==> src/rtl/cpu_sm_pkg.sv <==
`default_nettype none
// ============================================================================
//  Package     : cpu_sm_pkg
//  Description : Shared types and constants for the CPU-side DMA sequencers:
//                FSM state encoding, DSACK responses and transfer direction.
//  Revision    : 1.0  initial release
// ============================================================================
package cpu_sm_pkg;

    typedef enum logic [3:0] {
        S_IDLE    = 4'd0,
        S_REQ     = 4'd1,
        S_OWN     = 4'd2,
        S_AS      = 4'd3,
        S_DS      = 4'd4,
        S_TERM    = 4'd5,
        S_HALF2   = 4'd6,
        S_RELEASE = 4'd7,
        S_ERR     = 4'd8
    } state_t;

    // DSACK[1:0] = {DSACK1, DSACK0}, active high
    localparam logic [1:0] ACK32    = 2'b11;
    localparam logic [1:0] ACK16    = 2'b10;
    // DSACK0 alone is an 8-bit response; no byte ports exist on this path,
    // so it completes the cycle like a full 32-bit acknowledge.
    localparam logic [1:0] ACK_D0   = 2'b01;

    localparam logic DIR_WRITE = 1'b1;  // SCSI -> memory, FIFO drains
    localparam logic DIR_READ  = 1'b0;  // memory -> SCSI, FIFO fills

    // Conditions under which a bus tenure is worth requesting
    function automatic logic start_cond(input logic dir,
                                        input logic full,
                                        input logic empty,
                                        input logic flush);
        if (dir == DIR_WRITE)
            return full | (flush & ~empty);
        else
            return empty & ~flush;
    endfunction

endpackage
`default_nettype wire

==> src/rtl/cpu_sm_timeout.sv <==
`default_nettype none
// ============================================================================
//  Module      : cpu_sm_timeout
//  Description : Loadable saturating down-counter with an expiry flag.
//                Load the number of cycles minus one; o_expired is set while
//                the count sits at zero.
//  Revision    : 1.0  initial release
// ============================================================================
module cpu_sm_timeout #(
    parameter int WIDTH = 7
) (
    input  logic             CLK,
    input  logic             nRESET,
    input  logic             i_load,
    input  logic [WIDTH-1:0] i_load_val,
    input  logic             i_en,
    output logic             o_expired
);

    logic [WIDTH-1:0] r_cnt;

    // Load has priority; otherwise count down while enabled, stopping at zero
    always_ff @(posedge CLK or negedge nRESET) begin
        if (!nRESET)
            r_cnt <= '0;
        else if (i_load)
            r_cnt <= i_load_val;
        else if (i_en && (r_cnt != '0))
            r_cnt <= r_cnt - 1'b1;
    end

    assign o_expired = (r_cnt == '0);

endmodule
`default_nettype wire

==> src/rtl/cpu_dma_burst_sm.sv <==
`default_nettype none
// ============================================================================
//  Module      : cpu_dma_burst_sm
//  Description : 68030 bus-master sequencer for the SCSI DMA path. Arbitrates
//                for the bus, runs up to BURST_LEN longword beats per tenure
//                with 16-bit dynamic sizing, word flush, and abort on BERR or
//                DSACK timeout. All outputs are registered.
//  Revision    : 1.0  initial release
// ============================================================================
module cpu_dma_burst_sm
    import cpu_sm_pkg::*;
#(
    parameter int BURST_LEN   = 4,
    parameter int TIMEOUT_CYC = 64,
    parameter int CNT_W       = 5
) (
    input  logic       CLK,
    input  logic       nRESET,
    input  logic       i_DMAENA,
    input  logic       i_DMADIR,
    input  logic       i_FIFOFULL,
    input  logic       i_FIFOEMPTY,
    input  logic       i_FLUSHFIFO,
    input  logic       i_LASTWORD,
    input  logic       i_A1,
    input  logic       i_BGRANT,
    input  logic       i_CYCLEDONE,
    input  logic [1:0] i_DSACK,
    input  logic       i_BERR,
    output logic       o_BREQ,
    output logic       o_BGACK,
    output logic       o_PAS,
    output logic       o_PDS,
    output logic       o_SIZE1,
    output logic       o_BRIDGEOUT,
    output logic       o_BRIDGEIN,
    output logic       o_F2CPUH,
    output logic       o_F2CPUL,
    output logic       o_PLHW,
    output logic       o_PLLW,
    output logic       o_INCFIFO,
    output logic       o_DECFIFO,
    output logic       o_INCNI,
    output logic       o_INCNO,
    output logic       o_STOPFLUSH,
    output logic       o_ABORT,
    output logic       o_BUSY
);

    // The timeout count must reach TIMEOUT_CYC-1, which the default CNT_W
    // cannot hold, so the timeout counter gets its own (never narrower) width.
    localparam int TO_W = (CNT_W > $clog2(TIMEOUT_CYC)) ? CNT_W : $clog2(TIMEOUT_CYC);

    state_t r_state, w_state_nxt;

    logic [CNT_W-1:0] r_beats;
    logic [CNT_W-1:0] w_beats_inc;
    logic             r_second;      // running the low-word half of a split beat
    logic             r_word_flush;  // current beat is a single-word flush
    logic             w_to_expired;
    logic             w_start;
    logic             w_flush_word;
    logic             w_boundary;
    logic             w_write;

    logic w_second_nxt, w_word_flush_nxt;
    logic w_breq_nxt, w_bgack_nxt, w_pas_nxt, w_pds_nxt, w_size1_nxt;
    logic w_bout_nxt, w_bin_nxt, w_f2h_nxt, w_f2l_nxt;
    logic w_plw_nxt, w_incf_nxt, w_decf_nxt, w_incni_nxt, w_incno_nxt;
    logic w_stop_nxt, w_abort_nxt, w_busy_nxt;

    logic r_breq, r_bgack, r_pas, r_pds, r_size1, r_bout, r_bin, r_f2h, r_f2l;
    logic r_plw, r_incf, r_decf, r_incni, r_incno, r_stop, r_abort, r_busy;

    assign w_write      = (i_DMADIR == DIR_WRITE);
    assign w_start      = start_cond(i_DMADIR, i_FIFOFULL, i_FIFOEMPTY, i_FLUSHFIFO);
    assign w_flush_word = i_LASTWORD & i_FLUSHFIFO & w_write;
    assign w_boundary   = w_write ? i_FIFOEMPTY : i_FIFOFULL;
    assign w_beats_inc  = (r_beats == '1) ? r_beats : r_beats + 1'b1;

    cpu_sm_timeout #(
        .WIDTH      (TO_W)
    ) u_timeout (
        .CLK        (CLK),
        .nRESET     (nRESET),
        .i_load     (r_state == S_AS),
        .i_load_val (TO_W'(TIMEOUT_CYC - 1)),
        .i_en       (r_state == S_DS),
        .o_expired  (w_to_expired)
    );

    // Next-state decode plus the values every registered output takes in it
    always_comb begin
        w_state_nxt = r_state;
        case (r_state)
            S_IDLE:    if (i_DMAENA && w_start) w_state_nxt = S_REQ;
            S_REQ:     if (!i_DMAENA)                    w_state_nxt = S_IDLE;
                       else if (i_BGRANT && i_CYCLEDONE) w_state_nxt = S_OWN;
            S_OWN:     w_state_nxt = S_AS;
            S_AS:      w_state_nxt = S_DS;
            S_DS: begin
                if (i_BERR)
                    w_state_nxt = S_ERR;
                else if ((i_DSACK == ACK32) || (i_DSACK == ACK_D0))
                    w_state_nxt = S_TERM;
                else if (i_DSACK == ACK16)
                    w_state_nxt = r_size1 ? S_TERM : S_HALF2;
                else if (w_to_expired)
                    w_state_nxt = S_ERR;
            end
            S_HALF2:   w_state_nxt = S_AS;
            S_TERM: begin
                if ((w_beats_inc == CNT_W'(BURST_LEN)) || w_boundary ||
                    !i_DMAENA || r_word_flush)
                    w_state_nxt = S_RELEASE;
                else
                    w_state_nxt = S_AS;
            end
            S_RELEASE: w_state_nxt = S_IDLE;
            S_ERR:     if (!i_DMAENA) w_state_nxt = S_IDLE;
            default:   w_state_nxt = S_IDLE;
        endcase

        // Split-beat and flush bookkeeping
        w_second_nxt     = r_second;
        w_word_flush_nxt = r_word_flush;
        if (w_state_nxt == S_HALF2)
            w_second_nxt = 1'b1;
        else if (w_state_nxt inside {S_IDLE, S_OWN, S_TERM, S_ERR})
            w_second_nxt = 1'b0;
        if (w_state_nxt == S_OWN)
            w_word_flush_nxt = 1'b0;
        else if ((w_state_nxt == S_AS) && !r_second)
            w_word_flush_nxt = w_flush_word;

        w_busy_nxt  = (w_state_nxt != S_IDLE);
        w_breq_nxt  = (w_state_nxt == S_REQ);
        w_bgack_nxt = (w_state_nxt inside {S_OWN, S_AS, S_DS, S_HALF2, S_TERM});
        w_pas_nxt   = (w_state_nxt inside {S_AS, S_DS});
        w_pds_nxt   = (w_state_nxt == S_DS);
        w_bout_nxt  = w_write & w_pas_nxt;
        w_bin_nxt   = ~w_write & w_pds_nxt;

        // Size and word steering are chosen at address time and held in DS;
        // the low-word half is always a word transfer on the low lane
        w_size1_nxt = 1'b0;
        w_f2h_nxt   = 1'b0;
        w_f2l_nxt   = 1'b0;
        if (w_state_nxt == S_AS) begin
            w_size1_nxt = r_second | w_flush_word;
            w_f2h_nxt   = w_write & ~r_second & ~i_A1;
            w_f2l_nxt   = w_write & (r_second | i_A1);
        end else if (w_state_nxt == S_DS) begin
            w_size1_nxt = r_size1;
            w_f2h_nxt   = r_f2h;
            w_f2l_nxt   = r_f2l;
        end

        w_plw_nxt   = (w_state_nxt == S_TERM) & ~w_write;
        w_incf_nxt  = (w_state_nxt == S_TERM) & ~w_write;
        w_decf_nxt  = (w_state_nxt == S_TERM) & w_write;
        w_stop_nxt  = (w_state_nxt == S_TERM) & r_word_flush;
        w_incni_nxt = (w_state_nxt == S_HALF2) & ~w_write;
        w_incno_nxt = (w_state_nxt == S_HALF2) & w_write;
        w_abort_nxt = (w_state_nxt == S_ERR) & (r_state != S_ERR);
    end

    // State, flags and registered outputs; reset drops every strobe at once
    always_ff @(posedge CLK or negedge nRESET) begin
        if (!nRESET) begin
            r_state      <= S_IDLE;
            r_second     <= 1'b0;
            r_word_flush <= 1'b0;
            r_breq       <= 1'b0;
            r_bgack      <= 1'b0;
            r_pas        <= 1'b0;
            r_pds        <= 1'b0;
            r_size1      <= 1'b0;
            r_bout       <= 1'b0;
            r_bin        <= 1'b0;
            r_f2h        <= 1'b0;
            r_f2l        <= 1'b0;
            r_plw        <= 1'b0;
            r_incf       <= 1'b0;
            r_decf       <= 1'b0;
            r_incni      <= 1'b0;
            r_incno      <= 1'b0;
            r_stop       <= 1'b0;
            r_abort      <= 1'b0;
            r_busy       <= 1'b0;
        end else begin
            r_state      <= w_state_nxt;
            r_second     <= w_second_nxt;
            r_word_flush <= w_word_flush_nxt;
            r_breq       <= w_breq_nxt;
            r_bgack      <= w_bgack_nxt;
            r_pas        <= w_pas_nxt;
            r_pds        <= w_pds_nxt;
            r_size1      <= w_size1_nxt;
            r_bout       <= w_bout_nxt;
            r_bin        <= w_bin_nxt;
            r_f2h        <= w_f2h_nxt;
            r_f2l        <= w_f2l_nxt;
            r_plw        <= w_plw_nxt;
            r_incf       <= w_incf_nxt;
            r_decf       <= w_decf_nxt;
            r_incni      <= w_incni_nxt;
            r_incno      <= w_incno_nxt;
            r_stop       <= w_stop_nxt;
            r_abort      <= w_abort_nxt;
            r_busy       <= w_busy_nxt;
        end
    end

    // Beats completed in this tenure: cleared on taking the bus, saturating
    always_ff @(posedge CLK or negedge nRESET) begin
        if (!nRESET)
            r_beats <= '0;
        else if (w_state_nxt == S_OWN)
            r_beats <= '0;
        else if (r_state == S_TERM)
            r_beats <= w_beats_inc;
    end

    assign o_BREQ      = r_breq;
    assign o_BGACK     = r_bgack;
    assign o_PAS       = r_pas;
    assign o_PDS       = r_pds;
    assign o_SIZE1     = r_size1;
    assign o_BRIDGEOUT = r_bout;
    assign o_BRIDGEIN  = r_bin;
    assign o_F2CPUH    = r_f2h;
    assign o_F2CPUL    = r_f2l;
    assign o_PLHW      = r_plw;
    assign o_PLLW      = r_plw;
    assign o_INCFIFO   = r_incf;
    assign o_DECFIFO   = r_decf;
    assign o_INCNI     = r_incni;
    assign o_INCNO     = r_incno;
    assign o_STOPFLUSH = r_stop;
    assign o_ABORT     = r_abort;
    assign o_BUSY      = r_busy;

endmodule
`default_nettype wire

==> config.mk <==
export PLATFORM = sky130hd
export DESIGN_NAME = cpu_dma_burst_sm
export DESIGN_NICKNAME = d
export VERILOG_FILES = /design/src/rtl/cpu_sm_pkg.sv /design/src/rtl/cpu_sm_timeout.sv /design/src/rtl/cpu_dma_burst_sm.sv
export SDC_FILE = /design/constraint.sdc
export NUM_CORES = 1
export LEC_CHECK = 0
export BUFFER_PORTS_ARGS = -buffer_cell sky130_fd_sc_hd__buf_2
export CAP_MARGIN = 20
export CORE_ASPECT_RATIO = 0.75
export CORE_MARGIN = 2
export CORE_UTILIZATION = 49
export DETAILED_ROUTE_END_ITERATION = 10
export PLACE_DENSITY = 0.75
export SLEW_MARGIN = 40
export SYNTH_ARGS = -nofsm -noshare
export SYNTH_HDL_FRONTEND = slang
export SYNTH_SLANG_ARGS = --single-unit
==> constraint.sdc <==
create_clock -name CLK -period 1.7 [get_ports CLK]
set_input_delay 0.255 -clock CLK [delete_from_list [all_inputs] [get_ports CLK]]
set_output_delay 0.255 -clock CLK [all_outputs]
set_load 0.05 [all_outputs]
==> flow_summary_export.csv, run 1 <==
group,metric,value,unit
outcome,violations,"setup timing",
critical_path,arrival,2.05,ns
logic_synthesis,synth_area,1660,um2
logic_synthesis,syn-mean-instance-area,10.7,um2
global_routing,antenna_found_initial,0,
cells_and_area,finalNetCount,238,
global_routing,grt_overflow_total,0,
placed_design,place_area,2080,um2
placed_design,routabilityCongestion,0.896,
logic_synthesis,synth_warnings,0,
global_routing,grt_pass1_vias,1373,
die,coreArea,3270,um2
logic_synthesis,synth_common_cells,"33 x dfrtp_1, 19 x nor2_1, 11 x nand2_1",
logic_synthesis,ys_async_sr_fraction,100,%
logic_synthesis,synth_top_family_by_area,"simple AND/OR/NAND/NOR gates",
global_routing,grt_pass1_wl,6550,um
logic_synthesis,ys_ff_latch,33,
sta,finalWorstSetupSlack,-0.177,ns
critical_path,reg2reg_depth,9,
logic_synthesis,yosysTopAreaCellShare,49.8,%
sta,relSlewSlack,53.6,%
sta,timing.final.crit_period,1.88,ns
detailed_routing,drt_iter0_drc,76,
logic_synthesis,synthTopCellsByArea,"dfrtp_1 50%, nor2_1 4.3%, nand2_1 2.5%, a21oi_1 2.4%, xnor2_1 2.1%",
sta,hold_viol,0,
logic_synthesis,synth_cell_type_count,51,
logic_synthesis,yosys.area_share.simple,28.0,%
detailed_routing,vias_per_cell,5.48,
clocking,tritoncts,"yes",
logic_synthesis,synth_most_common_cell,"dfrtp_1",
cells_and_area,fillers,223,
logic_synthesis,synthCells,155,
detailed_routing,drtAntennaViolNets,0,
logic_synthesis,synth_top_cell_by_area,"dfrtp_1",
sta,skew,0.00407,ns
sta,grt_setup_unrepaired,"true",
detailed_routing,routedWlPerCell,16.2,um
cells_and_area,synthToLayoutAreaGrowth,38.6,%
critical_path,end_kind,"register",
critical_path,reg2reg_from,"u_timeout.r_cnt[0]",
logic_synthesis,yosys.area_share.adder,1.51,%
global_routing,grt_max_degree,34,
cells_and_area,layout-drive-gt1-share,48.0,%
critical_path,r2r-end,"o_F2CPUH",
cells_and_area,regMostFlops,"u_timeout.r_cnt",
clocking,cts_buffers,5,
clocking,clk_latency,0.28,ns
pwr,leakagePower,1.15,nW
critical_path,start_kind,"register",
clocking,clk_pin_slew,0.07,ns
worst_hold_path,hold_path_class,"input pin to async pin",
detailed_routing,wirelength,4270,um
logic_synthesis,syn-num-nets,171,
cells_and_area,num_antenna_cells,0,
outcome,status,"complete, but fails checks",
logic_synthesis,synth-compound-area-share,12.0,%
sta,setup_tns,-1.04,ns
sta,slew_violations,0,
clocking,ctsHoldBuffers,0,
die,rows,18,
die,top_level_ports,32,
clocking,clkSinkCount,33,
logic_synthesis,synth_edf_count,0,
critical_path,reg2reg_slack,-0.18,ns
sta,fmax,533,MHz
critical_path,critical_path_class,"register to register",
detailed_routing,drc_errors,0,
sta,tightest_slew,0.697,ns
logic_synthesis,muxShareOfSynthArea,1.28,%
placed_design,port-buffer-count,31,
sta,setup_violations,12,
critical_path,cp_max_fo,5,
pwr,peakVddDrop,0.939,mV
critical_path,cp.required,1.87,ns
placed_design,dp_hpwl,2930,um
global_routing,gr-usage-all-layers,23.2,%
sta,period_share,110,%
run,maxCapViolCount,0,
detailed_routing,route.vias.total,1441,
clocking,ctsRootBufferMaster,"clkbuf_8",
logic_synthesis,synth-xor-area-share,3.70,%
detailed_routing,firstDrtPassIters,4,
die,die_h,54.4,um
logic_synthesis,seq_area_frac_synth,49.8,%
logic_synthesis,synthFlopType,"dfrtp_1",
die,die_w,71.2,um
cells_and_area,stdcell_area,2300,um2
cells_and_area,largestRegisters,"u_timeout.r_cnt: 6 flops, r_beats: 5 flops, r_state: 4 flops",
pwr,power.density,1580,nW/um2
clocking,cts_buffer_depth,2,
die,die_area,3870,um2
die,start_util,50.8,%
cells_and_area,largest_reg_flops,6,
clocking,htreeDepth,2,
-- cell type report --
class                      count  area (um2)  share of cell area [%]
multi-input combinational    110         888                    38.6
sequential                    33         828                    36.0
timing repair buffer          65         422                    18.3
clock buffer                   6        72.6                    3.16
tap                           40        50.0                    2.18
inverter                       7        28.8                    1.25
clock inverter                 2        10.0                   0.435
-- metrics by stage --
step	power (mW)	cells	hold WS, ns	util (%)	setup WS, ns
floorplan	2.29	155	-0.0406	-	-0.117
global placement	2.78	248	0.336	63.8	-0.0530
detailed placement	2.84	248	0.346	63.8	-0.144
CTS	3.48	262	0.0373	68.2	-0.118
global route	3.86	263	0.0616	70.4	-0.227
finish	3.64	263	0.0137	70.4	-0.177
-- metal layers --
metal / routed length (um) / vias to the layer above / track usage (%)
li1: - / 682 / -
met1: 1950 / 703 / 29.7
met3: 285 / 7 / 9.76
met5: 0 / - / 0
met4: 40 / 0 / 8.49
met2: 1990 / 49 / 35.8
-- power by group --
group          internal [mW]  leakage, nW  switching [mW]
sequential              1.03        0.419           0.207
clock                  0.283       0.0450           0.276
combinational          0.834        0.686            1.01
-- cells by family after synthesis --
family | count (synthesis)
fa+ha+maj | 2
mux | 2
xor+xnor | 7
flops | 33
simple gates | 72
compound gates | 27
buf+inv | 12
-- cell usage in the layout, fill, tap and decap left out, types with 2 or more instances in the layout --
master	Yosys	routed
nor2b_1	2	2
nand2b_1	4	3
nor3_1	4	3
dfrtp_1	33	31
xnor2_1	4	4
inv_2	0	2
buf_2	0	31
dfrtp_2	0	2
ha_4	0	2
and3_4	0	2
buf_6	1	3
clkinv_2	0	2
buf_4	2	31
nand3b_1	4	4
a21oi_1	8	6
a21oi_2	0	2
nand2_1	11	9
xor2_1	3	3
nor2_1	19	17
o21ai_0	5	4
nand4_1	3	3
nand3_1	6	5
o211ai_1	2	2
inv_1	6	4
nor3b_2	1	2
clkbuf_8	0	5
-- how the worst max path moves through the flow --
stage	from	to	slack, ns	depth (start not counted)
global route	u_timeout.r_cnt[0]	o_F2CPUH	-0.23	9
CTS	r_state[0]	o_F2CPUL	-0.12	6
global placement	u_timeout.r_cnt[1]	o_F2CPUH	-0.05	9
finish	u_timeout.r_cnt[0]	o_F2CPUH	-0.18	9
detailed placement	u_timeout.r_cnt[0]	o_BUSY	-0.14	7
floorplan	u_timeout.r_cnt[1]	o_BUSY	-0.12	7
-- critical path, cell delays in order (launching register included) --
cell and delay (ns):
dfrtp_1 0.39, inv_2 0.08, ha_4 0.13, nor3b_4 0.29
buf_4 0.19, nand2_4 0.05, a21bo_4 0.25, nand4_4 0.12
inv_4 0.05, a22o_1 0.21
-- timing repair --
action / CTS / global route
pin swaps: 4 / 8
buffers inserted: 6 / 2
endpoints found under the setup margin: 15 / 20
resized for setup: 4 / 16
Note: power is estimated with default switching activity, not from simulation.
==> run 2, diff against run 1 <==
--- a/config.mk
+++ b/config.mk
@@ -9,10 +9,9 @@
 export CAP_MARGIN = 20
 export CORE_ASPECT_RATIO = 0.75
 export CORE_MARGIN = 2
-export CORE_UTILIZATION = 49
+export CORE_UTILIZATION = 54
 export DETAILED_ROUTE_END_ITERATION = 10
-export PLACE_DENSITY = 0.75
-export SLEW_MARGIN = 40
+export PLACE_DENSITY = 0.79
 export SYNTH_ARGS = -nofsm -noshare
 export SYNTH_HDL_FRONTEND = slang
 export SYNTH_SLANG_ARGS = --single-unit
==> constraint.sdc (replaced) <==
create_clock -name CLK -period 2 [get_ports CLK]
set_input_delay 0.3 -clock CLK [delete_from_list [all_inputs] [get_ports CLK]]
set_output_delay 0.3 -clock CLK [all_outputs]
set_load 0.05 [all_outputs]
==> flow_summary_export.csv, run 2 (same netlist as run 1, synthesis figures left out) <==
group,metric,value,unit
critical_path,critical_path_class,"register to register",
critical_path,start_kind,"register",
critical_path,cp.required,2.18,ns
die,die_area,3540,um2
detailed_routing,firstDrtPassIters,4,
sta,setup_tns,0,ns
critical_path,crit_family,"simple AND/OR/NAND/NOR gates",
global_routing,gr-usage-all-layers,24.0,%
critical_path,crit_buf_inv,1,
cells_and_area,num_antenna_cells,0,
detailed_routing,drc_errors,0,
sta,setup_violations,0,
cells_and_area,fillers,231,
pwr,p_switching,1.14,mW
pwr,power.density,1410,nW/um2
cells_and_area,multiInputGateArea,782,um2
cells_and_area,largest_reg_flops,6,
sta,grt_setup_unrepaired,"false",
placed_design,dp_hpwl,2750,um
sta,timing.final.crit_period,1.91,ns
pwr,combPwrFrac,40.6,%
pwr,p_int,1.73,mW
cells_and_area,finalNetCount,215,
worst_hold_path,hold_path_class,"input pin to async pin",
cells_and_area,regMostFlops,"u_timeout.r_cnt",
sta,fmax,523,MHz
pwr,pwr-share-seq,37.2,%
sta,slew_violations,0,
detailed_routing,wirelength,3760,um
detailed_routing,routedWlPerCell,15.8,um
critical_path,arrival,2.09,ns
critical_path,slowest_delay,0.61,ns
die,top_level_ports,32,
detailed_routing,drt_iter0_drc,95,
global_routing,grt_max_degree,34,
clocking,htreeDepth,2,
die,rows,17,
die,die_h,52.0,um
sta,period_share,95.6,%
cells_and_area,layout-drive-gt1-share,32.0,%
critical_path,cp_max_fo,9,
detailed_routing,route.vias.total,1359,
cells_and_area,final_cell_mix,"33 x dfrtp_1, 31 x buf_2, 19 x nor2_1",
critical_path,worstPathCellList,"or4b_4 > nor2_8 > nand3b_4 > nand4_4 > inv_4 > a22o_1",
clocking,ctsHoldBuffers,0,
sta,tightest_slew,0.733,ns
outcome,status,"finished, final reports clean",
run,maxCapViolCount,0,
pwr,swShare,39.8,%
global_routing,grt_pass1_wl,6000,um
critical_path,end_kind,"register",
die,coreArea,2940,um2
clocking,clk_latency,0.29,ns
sta,skew,0.00598,ns
global_routing,grt_overflow_total,0,
pwr,peakVddDrop,0.721,mV
clocking,cts_buffer_depth,2,
clocking,clk_pin_slew,0.06,ns
cells_and_area,layout_commonest_cell,"dfrtp_1",
critical_path,critical_path.slowest_cell,"or4b_4",
cells_and_area,synthToLayoutAreaGrowth,22.9,%
placed_design,routabilityCongestion,0.785,
die,start_util,56.5,%
pwr,leakagePower,1.01,nW
clocking,clkSinkCount,33,
global_routing,antenna_found_initial,0,
clocking,ctsRootBufferMaster,"clkbuf_8",
placed_design,port-buffer-count,31,
clocking,tritoncts,"yes",
detailed_routing,drtAntennaViolNets,0,
die,die_w,68.0,um
sta,hold_viol,0,
sta,relSlewSlack,51.1,%
cells_and_area,stdcell_area,2040,um2
pwr,pwr-share-clk,22.2,%
detailed_routing,vias_per_cell,5.71,
placed_design,place_area,1900,um2
clocking,cts_buffers,5,
global_routing,grt_pass1_vias,1314,
cells_and_area,largestRegisters,"u_timeout.r_cnt: 6 flops, r_beats: 5 flops, r_state: 4 flops",
cells_and_area,regArea,826,um2
-- run 2: changes by cell type in the layout (fill, tap and decap cells not counted), sizes merged --
cell,previous run,this run
bufinv,0,1
clkbuf,6,7
clkinv,2,0
buf,65,42
-- run 2: what timing repair did --
action / 4_1_cts / 5_1_grt
hold endpoints to repair: 0 / 0
buffers inserted: 0 / 1
resized for setup: 0 / 2
endpoints found under the setup margin: 0 / 5
-- run 2: per-layer routing --
layer	up-vias	track usage, %	wire (um)	part of all wire [%]
met5	-	0	0	0
met4	0	10.7	93	2.5
met3	13	9.31	255	6.8
met2	53	39.5	1890	50
met1	654	27.5	1520	40
li1	639	-	-	-
-- run 2: final timing paths --
check	depth (start not counted)	slack (ns)	from	end
worst min register to register	1	0.51	o_F2CPUH	o_F2CPUH
worst min-delay path	1	0.07	nRESET	o_INCFIFO
min in group CLK	3	0.34	i_A1	o_F2CPUH
max in group asynchronous	1	1.46	nRESET	r_beats[1]
worst max register to register	6	0.09	r_state[1]	o_F2CPUH
worst max-delay path	6	0.09	r_state[1]	o_F2CPUH
-- run 2: per-stage QoR --
| step | worst slack [ns] | std cells | util [%] | hold WS [ns] | total power, mW |
|---|---|---|---|---|---|
| floorplan | 0.0818 | 155 | - | 0.00441 | 1.87 |
| global placement | 0.165 | 229 | 64.8 | 0.382 | 2.14 |
| detailed placement | 0.0907 | 229 | 64.8 | 0.388 | 2.20 |
| CTS | 0.0655 | 237 | 68.8 | 0.0839 | 2.86 |
| global route | 0.0209 | 238 | 69.4 | 0.123 | 3.05 |
| finish | 0.0879 | 238 | 69.4 | 0.0694 | 2.88 |
-- run 2: layout make-up --
class / count / share of cell area, %
Sequential cell: 33 / 40.5
Multi-Input combinational cell: 110 / 38.4
Timing Repair Buffer: 42 / 11.7
Clock buffer: 7 / 4.24
Tap cell: 38 / 2.33
Clock inverter: 1 / 1.47
Inverter: 7 / 1.41
-- run 2: power by group through the flow --
stage	Clock, mW	Sequential (mW)	Combinational [mW]
3_3_place_gp	0	1.04	1.10
3_5_place_dp	0	1.06	1.15
5_1_grt	0.682	1.09	1.27
6_report	0.639	1.07	1.17
4_1_cts	0.647	1.05	1.16
2_1_floorplan	0	1.23	0.641
